File: src/rtl/alu_arm_pkg.sv
// Shared definitions for the sequential ARM-style ALU: opcodes, FSM states,
// flag bit positions and opcode classification helpers.
package alu_arm_pkg;

  localparam logic [4:0] OP_AND = 5'h00;
  localparam logic [4:0] OP_EOR = 5'h01;
  localparam logic [4:0] OP_SUB = 5'h02;
  localparam logic [4:0] OP_RSB = 5'h03;
  localparam logic [4:0] OP_ADD = 5'h04;
  localparam logic [4:0] OP_ADC = 5'h05;
  localparam logic [4:0] OP_SBC = 5'h06;
  localparam logic [4:0] OP_RSC = 5'h07;
  localparam logic [4:0] OP_TST = 5'h08;
  localparam logic [4:0] OP_TEQ = 5'h09;
  localparam logic [4:0] OP_CMP = 5'h0A;
  localparam logic [4:0] OP_CMN = 5'h0B;
  localparam logic [4:0] OP_ORR = 5'h0C;
  localparam logic [4:0] OP_MOV = 5'h0D;
  localparam logic [4:0] OP_BIC = 5'h0E;
  localparam logic [4:0] OP_MVN = 5'h0F;
  localparam logic [4:0] OP_MUL = 5'h10;
  localparam logic [4:0] OP_MLA = 5'h11;

  localparam int FLAG_N = 3;
  localparam int FLAG_Z = 2;
  localparam int FLAG_C = 1;
  localparam int FLAG_V = 0;

  typedef enum logic [1:0] {
    ST_IDLE = 2'd0,
    ST_MUL  = 2'd1,
    ST_DONE = 2'd2
  } state_e;

  // Compare/test ops always set flags and never write a destination register.
  function automatic logic is_test_op(input logic [4:0] op);
    return (op == OP_TST) || (op == OP_TEQ) || (op == OP_CMP) || (op == OP_CMN);
  endfunction

endpackage

File: src/rtl/alu_arm_mul.sv
// Iterative shift-add multiplier: one partial product per cycle over W cycles,
// optional accumulator preload, one-cycle done pulse with the low W product bits.
module alu_arm_mul #(
  parameter int W = 32
) (
  input  logic         clk,
  input  logic         reset,
  input  logic         start,
  input  logic [W-1:0] a,
  input  logic [W-1:0] b,
  input  logic [W-1:0] acc,
  input  logic         use_acc,
  output logic         done,
  output logic [W-1:0] product
);

  localparam int CW = $clog2(W) + 1;
  localparam logic [CW-1:0] LAST = CW'(W - 1);

  logic          busy_q, busy_d;
  logic          done_q, done_d;
  logic [CW-1:0] cnt_q, cnt_d;
  logic [W-1:0]  mcand_q, mcand_d;
  logic [W-1:0]  mplier_q, mplier_d;
  logic [W-1:0]  prod_q, prod_d;

  // Bit 0 of the multiplier is consumed on the start edge, bits 1..W-1 afterwards.
  always_comb begin
    busy_d   = busy_q;
    done_d   = 1'b0;
    cnt_d    = cnt_q;
    mcand_d  = mcand_q;
    mplier_d = mplier_q;
    prod_d   = prod_q;
    if (start) begin
      busy_d   = 1'b1;
      cnt_d    = CW'(1);
      mcand_d  = a << 1;
      mplier_d = b >> 1;
      prod_d   = (use_acc ? acc : {W{1'b0}}) + (b[0] ? a : {W{1'b0}});
    end else if (busy_q) begin
      mcand_d  = mcand_q << 1;
      mplier_d = mplier_q >> 1;
      prod_d   = prod_q + (mplier_q[0] ? mcand_q : {W{1'b0}});
      cnt_d    = cnt_q + CW'(1);
      if (cnt_q == LAST) begin
        busy_d = 1'b0;
        done_d = 1'b1;
      end else begin
        busy_d = 1'b1;
      end
    end else begin
      busy_d = 1'b0;
    end
  end

  // Multiplier state registers.
  always_ff @(posedge clk or posedge reset) begin
    if (reset) begin
      busy_q   <= 1'b0;
      done_q   <= 1'b0;
      cnt_q    <= {CW{1'b0}};
      mcand_q  <= {W{1'b0}};
      mplier_q <= {W{1'b0}};
      prod_q   <= {W{1'b0}};
    end else begin
      busy_q   <= busy_d;
      done_q   <= done_d;
      cnt_q    <= cnt_d;
      mcand_q  <= mcand_d;
      mplier_q <= mplier_d;
      prod_q   <= prod_d;
    end
  end

  assign done    = done_q;
  assign product = prod_q;

endmodule

File: src/rtl/alu_arm_seq.sv
// Sequential ARM-style ALU: single-cycle data-processing ops, iterative
// MUL/MLA, valid/ready handshake on both sides and a registered NZCV flag set.
module alu_arm_seq
  import alu_arm_pkg::*;
#(
  parameter int W = 32
) (
  input  logic         clk,
  input  logic         reset,
  input  logic         in_valid,
  output logic         in_ready,
  input  logic [4:0]   op,
  input  logic         s,
  input  logic [W-1:0] da,
  input  logic [W-1:0] db,
  input  logic [W-1:0] dc,
  input  logic         shc,
  output logic         out_valid,
  input  logic         out_ready,
  output logic [W-1:0] result,
  output logic         res_we,
  output logic [3:0]   flags
);

  state_e       state_q, state_d;
  logic         s_q, s_d;
  logic [W-1:0] result_q, result_d;
  logic         res_we_q, res_we_d;
  logic [3:0]   flags_q, flags_d;

  logic         accept;
  logic         mul_start;
  logic         mul_done;
  logic [W-1:0] mul_product;
  logic [3:0]   mul_flags;

  logic [W-1:0] add_x, add_y, logic_res, dp_res;
  logic         add_cin, is_arith, dp_c, dp_v;
  logic [W:0]   sum;
  logic [3:0]   dp_flags;

  assign in_ready  = (state_q == ST_IDLE) || ((state_q == ST_DONE) && out_ready);
  assign accept    = in_valid && in_ready;
  assign out_valid = (state_q == ST_DONE);
  assign result    = result_q;
  assign res_we    = res_we_q;
  assign flags     = flags_q;

  // Subtract-type ops add the inverted operand, so the adder carry is NOT borrow.
  always_comb begin
    add_x     = da;
    add_y     = db;
    add_cin   = 1'b0;
    is_arith  = 1'b0;
    logic_res = {W{1'b0}};
    case (op)
      OP_AND, OP_TST: logic_res = da & db;
      OP_EOR, OP_TEQ: logic_res = da ^ db;
      OP_ORR:         logic_res = da | db;
      OP_MOV:         logic_res = db;
      OP_BIC:         logic_res = da & ~db;
      OP_MVN:         logic_res = ~db;
      OP_ADD, OP_CMN: is_arith = 1'b1;
      OP_ADC: begin
        is_arith = 1'b1;
        add_cin  = flags_q[FLAG_C];
      end
      OP_SUB, OP_CMP: begin
        is_arith = 1'b1;
        add_y    = ~db;
        add_cin  = 1'b1;
      end
      OP_SBC: begin
        is_arith = 1'b1;
        add_y    = ~db;
        add_cin  = flags_q[FLAG_C];
      end
      OP_RSB: begin
        is_arith = 1'b1;
        add_x    = db;
        add_y    = ~da;
        add_cin  = 1'b1;
      end
      OP_RSC: begin
        is_arith = 1'b1;
        add_x    = db;
        add_y    = ~da;
        add_cin  = flags_q[FLAG_C];
      end
      default: logic_res = {W{1'b0}};
    endcase

    sum = {1'b0, add_x} + {1'b0, add_y} + {{W{1'b0}}, add_cin};

    if (is_arith) begin
      dp_res = sum[W-1:0];
      dp_c   = sum[W];
      dp_v   = (add_x[W-1] == add_y[W-1]) && (sum[W-1] != add_x[W-1]);
    end else begin
      dp_res = logic_res;
      dp_c   = shc;
      dp_v   = flags_q[FLAG_V];
    end

    dp_flags         = 4'b0000;
    dp_flags[FLAG_N] = dp_res[W-1];
    dp_flags[FLAG_Z] = (dp_res == {W{1'b0}});
    dp_flags[FLAG_C] = dp_c;
    dp_flags[FLAG_V] = dp_v;
  end

  // Multiply only touches N and Z.
  always_comb begin
    mul_flags         = flags_q;
    mul_flags[FLAG_N] = mul_product[W-1];
    mul_flags[FLAG_Z] = (mul_product == {W{1'b0}});
  end

  alu_arm_mul #(.W(W)) u_mul (
    .clk     (clk),
    .reset   (reset),
    .start   (mul_start),
    .a       (da),
    .b       (db),
    .acc     (dc),
    .use_acc (op == OP_MLA),
    .done    (mul_done),
    .product (mul_product)
  );

  // Next-state and result/flag capture; a new request may be taken straight from DONE.
  always_comb begin
    state_d   = state_q;
    s_d       = s_q;
    result_d  = result_q;
    res_we_d  = res_we_q;
    flags_d   = flags_q;
    mul_start = 1'b0;
    case (state_q)
      ST_IDLE, ST_DONE: begin
        if (accept) begin
          s_d = s;
          if (op[4]) begin
            state_d   = ST_MUL;
            mul_start = 1'b1;
            res_we_d  = 1'b0;
          end else begin
            state_d  = ST_DONE;
            result_d = dp_res;
            res_we_d = !is_test_op(op);
            if (s || is_test_op(op)) begin
              flags_d = dp_flags;
            end else begin
              flags_d = flags_q;
            end
          end
        end else if ((state_q == ST_DONE) && out_ready) begin
          state_d  = ST_IDLE;
          res_we_d = 1'b0;
        end else begin
          state_d = state_q;
        end
      end
      ST_MUL: begin
        if (mul_done) begin
          state_d  = ST_DONE;
          result_d = mul_product;
          res_we_d = 1'b1;
          flags_d  = s_q ? mul_flags : flags_q;
        end else begin
          state_d = ST_MUL;
        end
      end
      default: begin
        state_d  = ST_IDLE;
        res_we_d = 1'b0;
      end
    endcase
  end

  // Control, result and flag registers.
  always_ff @(posedge clk or posedge reset) begin
    if (reset) begin
      state_q  <= ST_IDLE;
      s_q      <= 1'b0;
      result_q <= {W{1'b0}};
      res_we_q <= 1'b0;
      flags_q  <= 4'b0000;
    end else begin
      state_q  <= state_d;
      s_q      <= s_d;
      result_q <= result_d;
      res_we_q <= res_we_d;
      flags_q  <= flags_d;
    end
  end

endmodule

File: config.mk
export PLATFORM = sky130hd
export DESIGN_NAME = alu_arm_seq
export DESIGN_NICKNAME = d
export VERILOG_FILES = /design/src/rtl/alu_arm_pkg.sv /design/src/rtl/alu_arm_mul.sv /design/src/rtl/alu_arm_seq.sv
export SDC_FILE = /design/constraint.sdc
export NUM_CORES = 1
export LEC_CHECK = 0
export CAP_MARGIN = 20
export CORE_MARGIN = 2
export CORE_UTILIZATION = 56
export CTS_CLUSTER_DIAMETER = 120
export CTS_CLUSTER_SIZE = 16
export DETAILED_ROUTE_END_ITERATION = 8
export PLACE_DENSITY = 0.79
export SKIP_LAST_GASP = 1
export SLEW_MARGIN = 25
export SYNTH_ARGS = -nofsm -noshare
export SYNTH_HDL_FRONTEND = slang
export SYNTH_SLANG_ARGS = --single-unit
File: constraint.sdc
create_clock -name clk -period 5.2 [get_ports clk]
set_input_delay 0.78 -clock clk [delete_from_list [all_inputs] [get_ports clk]]
set_output_delay 0.78 -clock clk [all_outputs]
set_load 0.01 [all_outputs]
# Word level (Yosys, flattened, before mapping)
# Index checks and enable logic that the tools add are counted.
[word_totals]
inputBits = 107
latchBits = 0
romBits = 0
n_memories = 0
regBits = 144
ramBits = 0
word_cells = 130
[op_classes]
bitwise = 8
n_mul = 0
add_sub_neg = 5
n_eq_ne = 27
shifts = 0
order_cmp = 0
n_reduce_logical = 29
n_div = 0
mux = 48
[op_table]
columns = ["op", "n"]
rows = [
  ["$mux 32", 14],
  ["$pmux 32 s6", 1],
  ["$pmux 32 s2", 2],
  ["$add 32x32->32", 2],
  ["$and 32x32->32", 2],
  ["$logic_not 32->1", 2],
  ["$not 32->32", 2],
  ["$eq 5x4->1 const B", 8],
  ["$add 32x32->33", 1],
  ["$add 33x1->33", 1],
  ["$or 32x32->32", 1],
  ["$xor 32x32->32", 1],
  ["$eq 5x3->1 const B", 4],
  ["$mux 4", 5],
  ["$mux 1", 16],
  ["$mux 6", 2],
  ["$reduce_and 6->1", 2],
  ["$eq 5x2->1 const B", 2],
  ["$reduce_or 3->1", 3],
  ["$mux 2", 4],
  ["$ne 2x2->1 const B", 4],
  ["$pmux 4 s2", 1],
  ["$reduce_or 2->1", 4],
  ["$reduce_or 8->1", 1],
  ["22 further kinds", 32],
]

# Longest topological paths before layout
[depth]
word_depth = 12
mapped_depth = 21
ltp_nobuf = 19

# Hierarchy
# Synthesis repeated with hierarchy kept, for this count alone.
[hier_totals]
cells_unflattened = 2016
area_unflattened_um2 = 15372.2
[modules_own_cells]
columns = ["mod", "area_each_um2", "n_inst", "seq_area_each_um2", "cells_per_inst"]
rows = [
  ["alu_arm_mul", 8247.9, 1, 2552.4, 968],
  ["alu_arm_seq", 7124.3, 1, 1001.0, 1048],
]

# Worst setup path after synthesis
# No wires, ideal clock.
[synth_path]
kind = "input-to-reg"
startpoint = "input op[0]"
endpoint = "register result_q[30], in the netlist result[30]"
t_arrival_ns = 5.161
stages = 18
n_path_buf = 4
slack_ns = -0.039
setup_ns = 0.077
path_cell_list = "clkbuf_1 -> clkbuf_1 -> nor3b_1 -> clkbuf_1 -> clkbuf_1 -> o21ai_0 -> fa_1 -> a21o_1 -> a311oi_2 -> or4b_4 -> nand2_4 -> o31ai_4 -> nor2b_2 -> o41a_1 -> or4b_1 -> o311ai_1 -> mux2i_1 -> a21oi_1"
[synth_between]
elab_chain_cells = 9
[synth_rtl]
columns = ["element", "line", "text"]
rows = [
  ["start, declared", "alu_arm_seq.sv:12", "input logic [4:0] op,"],
  ["$eq 5x4->1 (tied with other cells)", "alu_arm_seq.sv:56", "case (op)"],
  ["$reduce_or 3->1 (no source line) / $reduce_or 2->1 (equally long branches)", "--", ""],
  ["$pmux 32 s2 / $mux 32 (equally long branches)", "alu_arm_seq.sv:56", ""],
  ["$add 32x32->33", "alu_arm_seq.sv:93", "sum = {1'b0, add_x} + {1'b0, add_y} + {{W{1'b0}}, add_cin};"],
  ["$add 33x1->33", "alu_arm_seq.sv:93", ""],
  ["$mux 32 *", "alu_arm_seq.sv:95", "if (is_arith) begin"],
  ["$mux 32 *", "alu_arm_seq.sv:143", "if (op[4]) begin"],
  ["$mux 32 *", "alu_arm_seq.sv:141", "if (accept) begin"],
  ["$pmux 32 s2 *", "alu_arm_seq.sv:139", "case (state_q)"],
  ["end signal, assigned", "alu_arm_seq.sv:186", "result_q <= {W{1'b0}};"],
  ["end signal, assigned", "alu_arm_seq.sv:192", "result_q <= result_d;"],
  ["end, declared", "alu_arm_seq.sv:27", "logic [W-1:0] result_q, result_d;"],
]
# Every way passes the cells marked *; elsewhere a longest branch is shown, timed or not. The select of a mux whose other input is x is not followed.
# A chain may end at the register's enable or synchronous reset.

# Worst setup path after layout
[layout_path]
startpoint = "input op[4]"
endpoint = "register flags_q[2], in the netlist flags[2]"
[layout_between]
elab_chain_cells = 11
[layout_rtl]
columns = ["element", "line", "text"]
rows = [
  ["$eq 5x4->1 (tied with other cells)", "alu_arm_pkg.sv:37, alu_arm_seq.sv:56", ""],
  ["$reduce_or 3->1 (no source line) / $reduce_or 2->1 (equally long branches)", "--", ""],
  ["$pmux 32 s2 / $mux 32 (equally long branches)", "alu_arm_seq.sv:56", ""],
  ["$add 32x32->33", "alu_arm_seq.sv:93", ""],
  ["$add 33x1->33", "alu_arm_seq.sv:93", ""],
  ["$mux 32", "alu_arm_seq.sv:95", ""],
  ["$logic_not 32->1", "alu_arm_seq.sv:107", "dp_flags[FLAG_Z] = (dp_res == {W{1'b0}});"],
  ["$mux 4", "alu_arm_seq.sv:151", "if (s || is_test_op(op)) begin"],
  ["$mux 4", "alu_arm_seq.sv:143", ""],
  ["$mux 4", "alu_arm_seq.sv:141", ""],
  ["$pmux 4 s2", "alu_arm_seq.sv:139", ""],
  ["end signal, assigned", "alu_arm_seq.sv:194", "flags_q <= flags_d;"],
  ["end, declared", "alu_arm_seq.sv:29", "logic [3:0] flags_q, flags_d;"],
]
# Several ways; a longest one is shown, not always the timed one. The select of a mux whose other input is x is not followed.

==> flow_summary.json <==
{
  "status": "completed",
  "cts_max_level": 4,
  "die_y_um": 166,
  "syn-num-nets": 2185,
  "fin_crit_sh_pct": 97.7,
  "slew_violations": 0,
  "seq_area_frac_synth_pct": 24.1,
  "whs_ns": 0.490,
  "grt_pass1_vias": 15000,
  "avgViaCountPerCell": 6.32,
  "cp_max_fo": 24,
  "netlist.area_leader.share_pct": 24.1,
  "maxCapViolCount": 0,
  "cellPowerDensity_nw_per_um2": 407,
  "num_io_pins": 146,
  "arrival_ns": 5.43,
  "fin_nets": 2389,
  "fmax_ghz": 0.197,
  "grt_use_total_pct": 37.3,
  "synth-async-reset-ratio_pct": 100,
  "io_buffers": 145,
  "fin_util_pct": 69.5,
  "clk-insertion-delay-late_ns": 0.44,
  "final.min_clock_period_ns": 5.08,
  "synth_area_leaders": "dfrtp_1, ha_1, o21ai_0",
  "numCtsBuffers": 17,
  "core_um2": 26000,
  "ant_nets": 0,
  "synthToLayoutAreaGrowth_pct": 22.3,
  "drt_iter0_drc": 1686,
  "layout.cells.most_common": "o21ai_0",
  "die_w_um": 166,
  "drc": 0,
  "yosys_warnings": 0,
  "layout_common_cells": "o21ai_0, nand2_1, buf_4, nor2_1, clkdlybuf4s50_1",
  "grt_pass1_wl_um": 81300,
  "irDropWorstVdd_v": 0.000335,
  "cts_tree": "yes",
  "worst_slew_pin_slew_ns": 1.02,
  "cts_sinks": 142,
  "critical_path_class": "primary input to flip-flop",
  "fill_cells": 2200,
  "grt_max_degree": 79,
  "drive_gt1_share_pct": 10.7,
  "overflow": 0,
  "cts_root_buffer": "clkbuf_16",
  "clock_path_buffers": 2,
  "power.total_w": 0.00735,
  "wirelength_um": 53200,
  "die_area_um2": 27700,
  "vias": 15800,
  "antenna_found_initial": 0,
  "hpwl_um": 41000,
  "row_count": 59,
  "place_congestion": 1.01,
  "syn_avg_cell_area_um2": 7.58,
  "synth_top_area_cell": "dfrtp_1",
  "netlist_area_um2": 14800,
  "timing.final.hold_violations": 0,
  "finalSetupViolCount": 0,
  "hp-class": "flip-flop to flip-flop",
  "final.setup_skew_ns": 0.0161,
  "postSynthCellCount": 1948,
  "synthFlopType": "dfrtp_1",
  "synth_edf_count": 0,
  "initial_utilization_pct": 56.8,
  "leakagePower_nw": 8.52,
  "dr.pass1.iters": 9,
  "yosys.cell_types.count": 74,
  "cp.required_ns": 5.55,
  "cp-end-kind": "flip-flop",
  "critPathLaunchType": "primary input",
  "rsz0062_at_grt": "true",
  "slew_headroom_pct": 31.6,
  "wl_per_cell_um": 21.3,
  "ctsHoldBuffers": 0,
  "ys_ff_latch": 142,
  "clkTransAtPathRegs_ns": 0.07
}
==> cell families after synthesis <==
logic type	Yosys count	share of synthesized area, %
AOI/OAI and AO/OA	651	27.1
xor gates and xnor gates	89	5.28
adders and majority gates	130	11.2
buffers and inverters	207	5.36
DFF	142	24.1
muxes	103	7.06
and+or+nand+nor	626	19.9
==> metrics by stage <==
stage	setup WS [ns]	TNS (ns)	instances	cell area [um2]
final	0.119	0	2501	18100
after floorplan	0.0521	0	1948	14800
after global placement	-0.146	-0.385	2467	17400
after global routing	-0.0471	-0.0866	2500	18100
after CTS	0.194	0	2499	18000
after detailed placement	-0.257	-0.976	2467	17400
==> final timing paths <==
kind	slack [ns]	to	from	cells after the start
hold reg to reg	0.49	result[26]$_DFFE_PP0P_	result[26]$_DFFE_PP0P_	1
max in group asynchronous	3.30	u_mul.product[13]$_DFFE_PP0N_	reset	3
setup / recovery	0.12	flags[2]$_DFFE_PP0P_	op[4]	21
min in group asynchronous	0.87	flags[0]$_DFFE_PP0P_	reset	2
setup reg to reg	0.85	flags[2]$_DFFE_PP0P_	flags[1]$_DFFE_PP0P_	19
hold / removal	0.49	result[26]$_DFFE_PP0P_	result[26]$_DFFE_PP0P_	1
==> cell usage after synthesis (6+ instances only) <==
master,n
ha_1,126
xor2_1,43
nand2b_1,15
inv_1,92
o21a_1,15
dfrtp_1,142
o21ai_0,260
mux2i_1,94
nor3_1,29
nor3b_1,6
o21bai_1,11
clkbuf_1,97
nor4_1,17
o2111ai_1,6
a22oi_1,43
and3_1,8
nor2_1,149
a211oi_1,31
nor2b_1,15
and2_1,63
or3_1,10
a21oi_1,134
mux2_2,9
a221o_1,6
a21o_1,33
nand4_1,10
nand3_1,22
o221ai_1,7
xnor2_1,46
a31oi_1,15
a221oi_1,6
o31ai_1,13
nand2_1,247
buf_1,11
or2_2,9
nand3b_1,8
o211ai_1,26
==> flip-flops by register name, summed over array words and instances, names as in the netlist <==
name            flops
result             32
s_q                 1
res_we              1
u_mul.mplier_q     31
state_q             2
u_mul.busy_q        1
u_mul.done          1
u_mul.product      32
u_mul.mcand_q      31
flags               4
u_mul.cnt_q         6
==> final cells by class <==
type	count	area (um2)	area share, %
repair buffers	300	2670	14.8
inverters	92	350	1.94
clock buffers	17	425	2.36
clock inverters	15	166	0.922
flip-flops and latches	142	3560	19.7
diodes	1	2.50	0.0139
well taps	335	419	2.32
multi-input cells	1599	10500	58.0
==> report_power, final <==
group / internal, W / switching [W] / leakage [nW] / total, W
registers: 0.00163 / 0.000575 / 1.74 / 0.00221
clock network: 0.000686 / 0.000600 / 0.294 / 0.00129
logic: 0.00181 / 0.00206 / 6.48 / 0.00386
==> what timing repair did <==
action                     in CTS  in global routing
setup endpoints to repair       0                  3
resized for setup               0                  4
setup buffers                   0                  0
==> critical path, stage by stage <==
cell	delay (ns)
clkdlybuf4s50_1	0.43
nand2b_1	0.17
buf_4	0.15
nor3b_4	0.17
buf_4	0.33
a21oi_1	0.14
fa_1	0.43
inv_1	0.08
fa_1	0.19
a21o_1	0.18
a311oi_2	0.13
or4b_4	0.58
nand2_4	0.11
buf_4	0.11
mux2i_1	0.06
a221o_1	0.31
a2111oi_0	0.28
nand4_1	0.21
nor4_1	0.24
nand4_1	0.13
o31ai_1	0.20
==> per-layer routing <==
| layer | vias up | global-route usage, % | share of wire (%) |
|---|---|---|---|
| met5 | - | 0 | 0 |
| met4 | 0 | 22.8 | 6.8 |
| met3 | 190 | 4.86 | 7.3 |
| met2 | 795 | 61.2 | 46 |
| met1 | 7402 | 46.8 | 40 |
| li1 | 7422 | - | - |
No activity file was read; power rests on OpenSTA's default activity.
==> patch, RTL diff (same settings) <==
`W` is set to 32 in 2 places; all go to 16.
--- a/src/rtl/alu_arm_mul.sv
+++ b/src/rtl/alu_arm_mul.sv
@@ -2,5 +2,5 @@
 // optional accumulator preload, one-cycle done pulse with the low W product bits.
 module alu_arm_mul #(
-  parameter int W = 32
+  parameter int W = 16
 ) (
   input  logic         clk,
--- a/src/rtl/alu_arm_seq.sv
+++ b/src/rtl/alu_arm_seq.sv
@@ -4,5 +4,5 @@
   import alu_arm_pkg::*;
 #(
-  parameter int W = 32
+  parameter int W = 16
 ) (
   input  logic         clk,
Ports: changed (resized da, db, dc and result); port bits go from 146 to 82. The function was not compared with the original's and may differ.
==> patch against the original RTL <==
Area after synthesis decreased by 49%. Sequential share of layout area increased by 2.3 points. Sequential power decreased by 48%. Final area down 52%. Sequential cell count down 65. Maximum frequency is 8.7% higher. Routed wire length down 57%. Total power is 51% lower. Worst setup slack improved by 0.40 ns. Highest routed layer unchanged.
==> patch: results (changes against the original RTL) <==
* First-pass GRT wire length at 36500 µm (was 81300 µm)
* Post-synth top cells: nand2_1 (104), o21ai_0 (101), dfrtp_1 (77), nor2_1 (71), a21oi_1 (65) (was o21ai_0 (260), nand2_1 (247), nor2_1 (149), dfrtp_1 (142), a21oi_1 (134))
* Nets at 1131 (was 2389)
* Final Wtd Congestion at 0.967 (was 1.01)
* Number of global-route vias before repair at 6845 (was 15016)
* Clock Latency Late Sink at 0.36 ns (was 0.44 ns)
* Finished Layout Cells at 1186 (was 2501)
* CP max-delay cell: clkdlybuf4s50_1 (was or4b_4)
* I/O Buffers at 81 (was 145)
* Hold Path End: result[1] (was result[26])
* Post-Syn Instances at 945 (was 1948)
* Crit-path max FO at 13 (was 24)
* Number of H-tree levels at 3 (was 4)
* Met2 wire len at 10200 µm (was 24500 µm)
* HP Start: result[1] (was result[26])
* Synth area leaders: dfrtp_1 (26%), ha_1 (11%), o21ai_0 (6.7%) (was dfrtp_1 (24%), ha_1 (11%), o21ai_0 (8.8%))
* Setup Skew at 0.0125 ns (was 0.0161 ns)
* Largest net degree at the start of global routing at 58 (was 79)
* Area after DPL at 0.00846 mm² (was 0.0174 mm²)
* Slew of the pin with the lowest slew margin at 0.911 ns (was 1.02 ns)
* Reg power frac at 31.4% (was 30.0%)
* Layout cells sized above 1 at 7.23% (was 10.7%)
* Seq/Total Area, Yosys at 25.7% (was 24.1%)
* Hold depth at 1 (unchanged)
* Post-CTS Resized at 0 (unchanged)
* Crit path max-delay family: compound AO/OA/AOI/OAI gates (was simple AND/OR/NAND/NOR gates)
* M3 GR Usage at 5.18% (was 4.86%)
* Metal-1 WL at 10100 µm (was 21100 µm)
* First drt pass iteration count at 6 (was 9)
* Worst path arrival time at 4.91 ns (was 5.43 ns)
* Logic power comb at 1.85 mW (was 3.86 mW)
* Via count at 7325 (was 15809)
* Place WS at 0.245 ns (was -0.257 ns)
* Critical path's largest stage delay at 0.73 ns (was 0.58 ns)
* Diode count at 0 (was 1)
* TritonCTS Buffers at 9 (was 17)
* DRT Wirelength at 23000 µm (was 53200 µm)
* Met3 routed WL at 1800 µm (was 3900 µm)
* P_leak at 4.05 nW (was 8.52 nW)
* Cells on worst reg2reg path at 15 (was 19)
* Met1 Use GR at 45.1% (was 46.8%)
* Status: finished, final reports clean (unchanged)
* Post-DP HPWL at 17600 µm (was 41000 µm)
* R2R Setup Slk at 1.39 ns (was 0.85 ns)
[patch: logic make-up after synthesis]
family	Yosys count	share of synthesized area (%)
simple gates	315	20.6
flops	77	25.7
mux	54	7.40
fa+ha+maj	67	11.6
buf+inv	103	5.48
xor+xnor	42	4.91
compound gates	287	24.3
[patch: how the worst max path moves through the flow]
stage / from / endpoint / slack, ns / cells after the start
4_1_cts: op[3] / result[14] / 0.57 / 16
5_1_grt: op[0] / result[14] / 0.24 / 16
3_3_place_gp: op[3] / result[14] / 0.35 / 16
6_report: op[0] / result[14] / 0.52 / 16
2_1_floorplan: op[0] / result[14] / 0.60 / 18
3_5_place_dp: op[3] / result[14] / 0.24 / 16
[patch: area by class of cell]
type                            instances  area share, %
Clock buffer                            9           2.57
Tap cell                              176           2.52
Multi-Input combinational cell        765           59.0
Inverter                               53           2.29
Clock inverter                          7          0.743
Timing Repair Buffer                   99           10.8
Sequential cell                        77           22.0
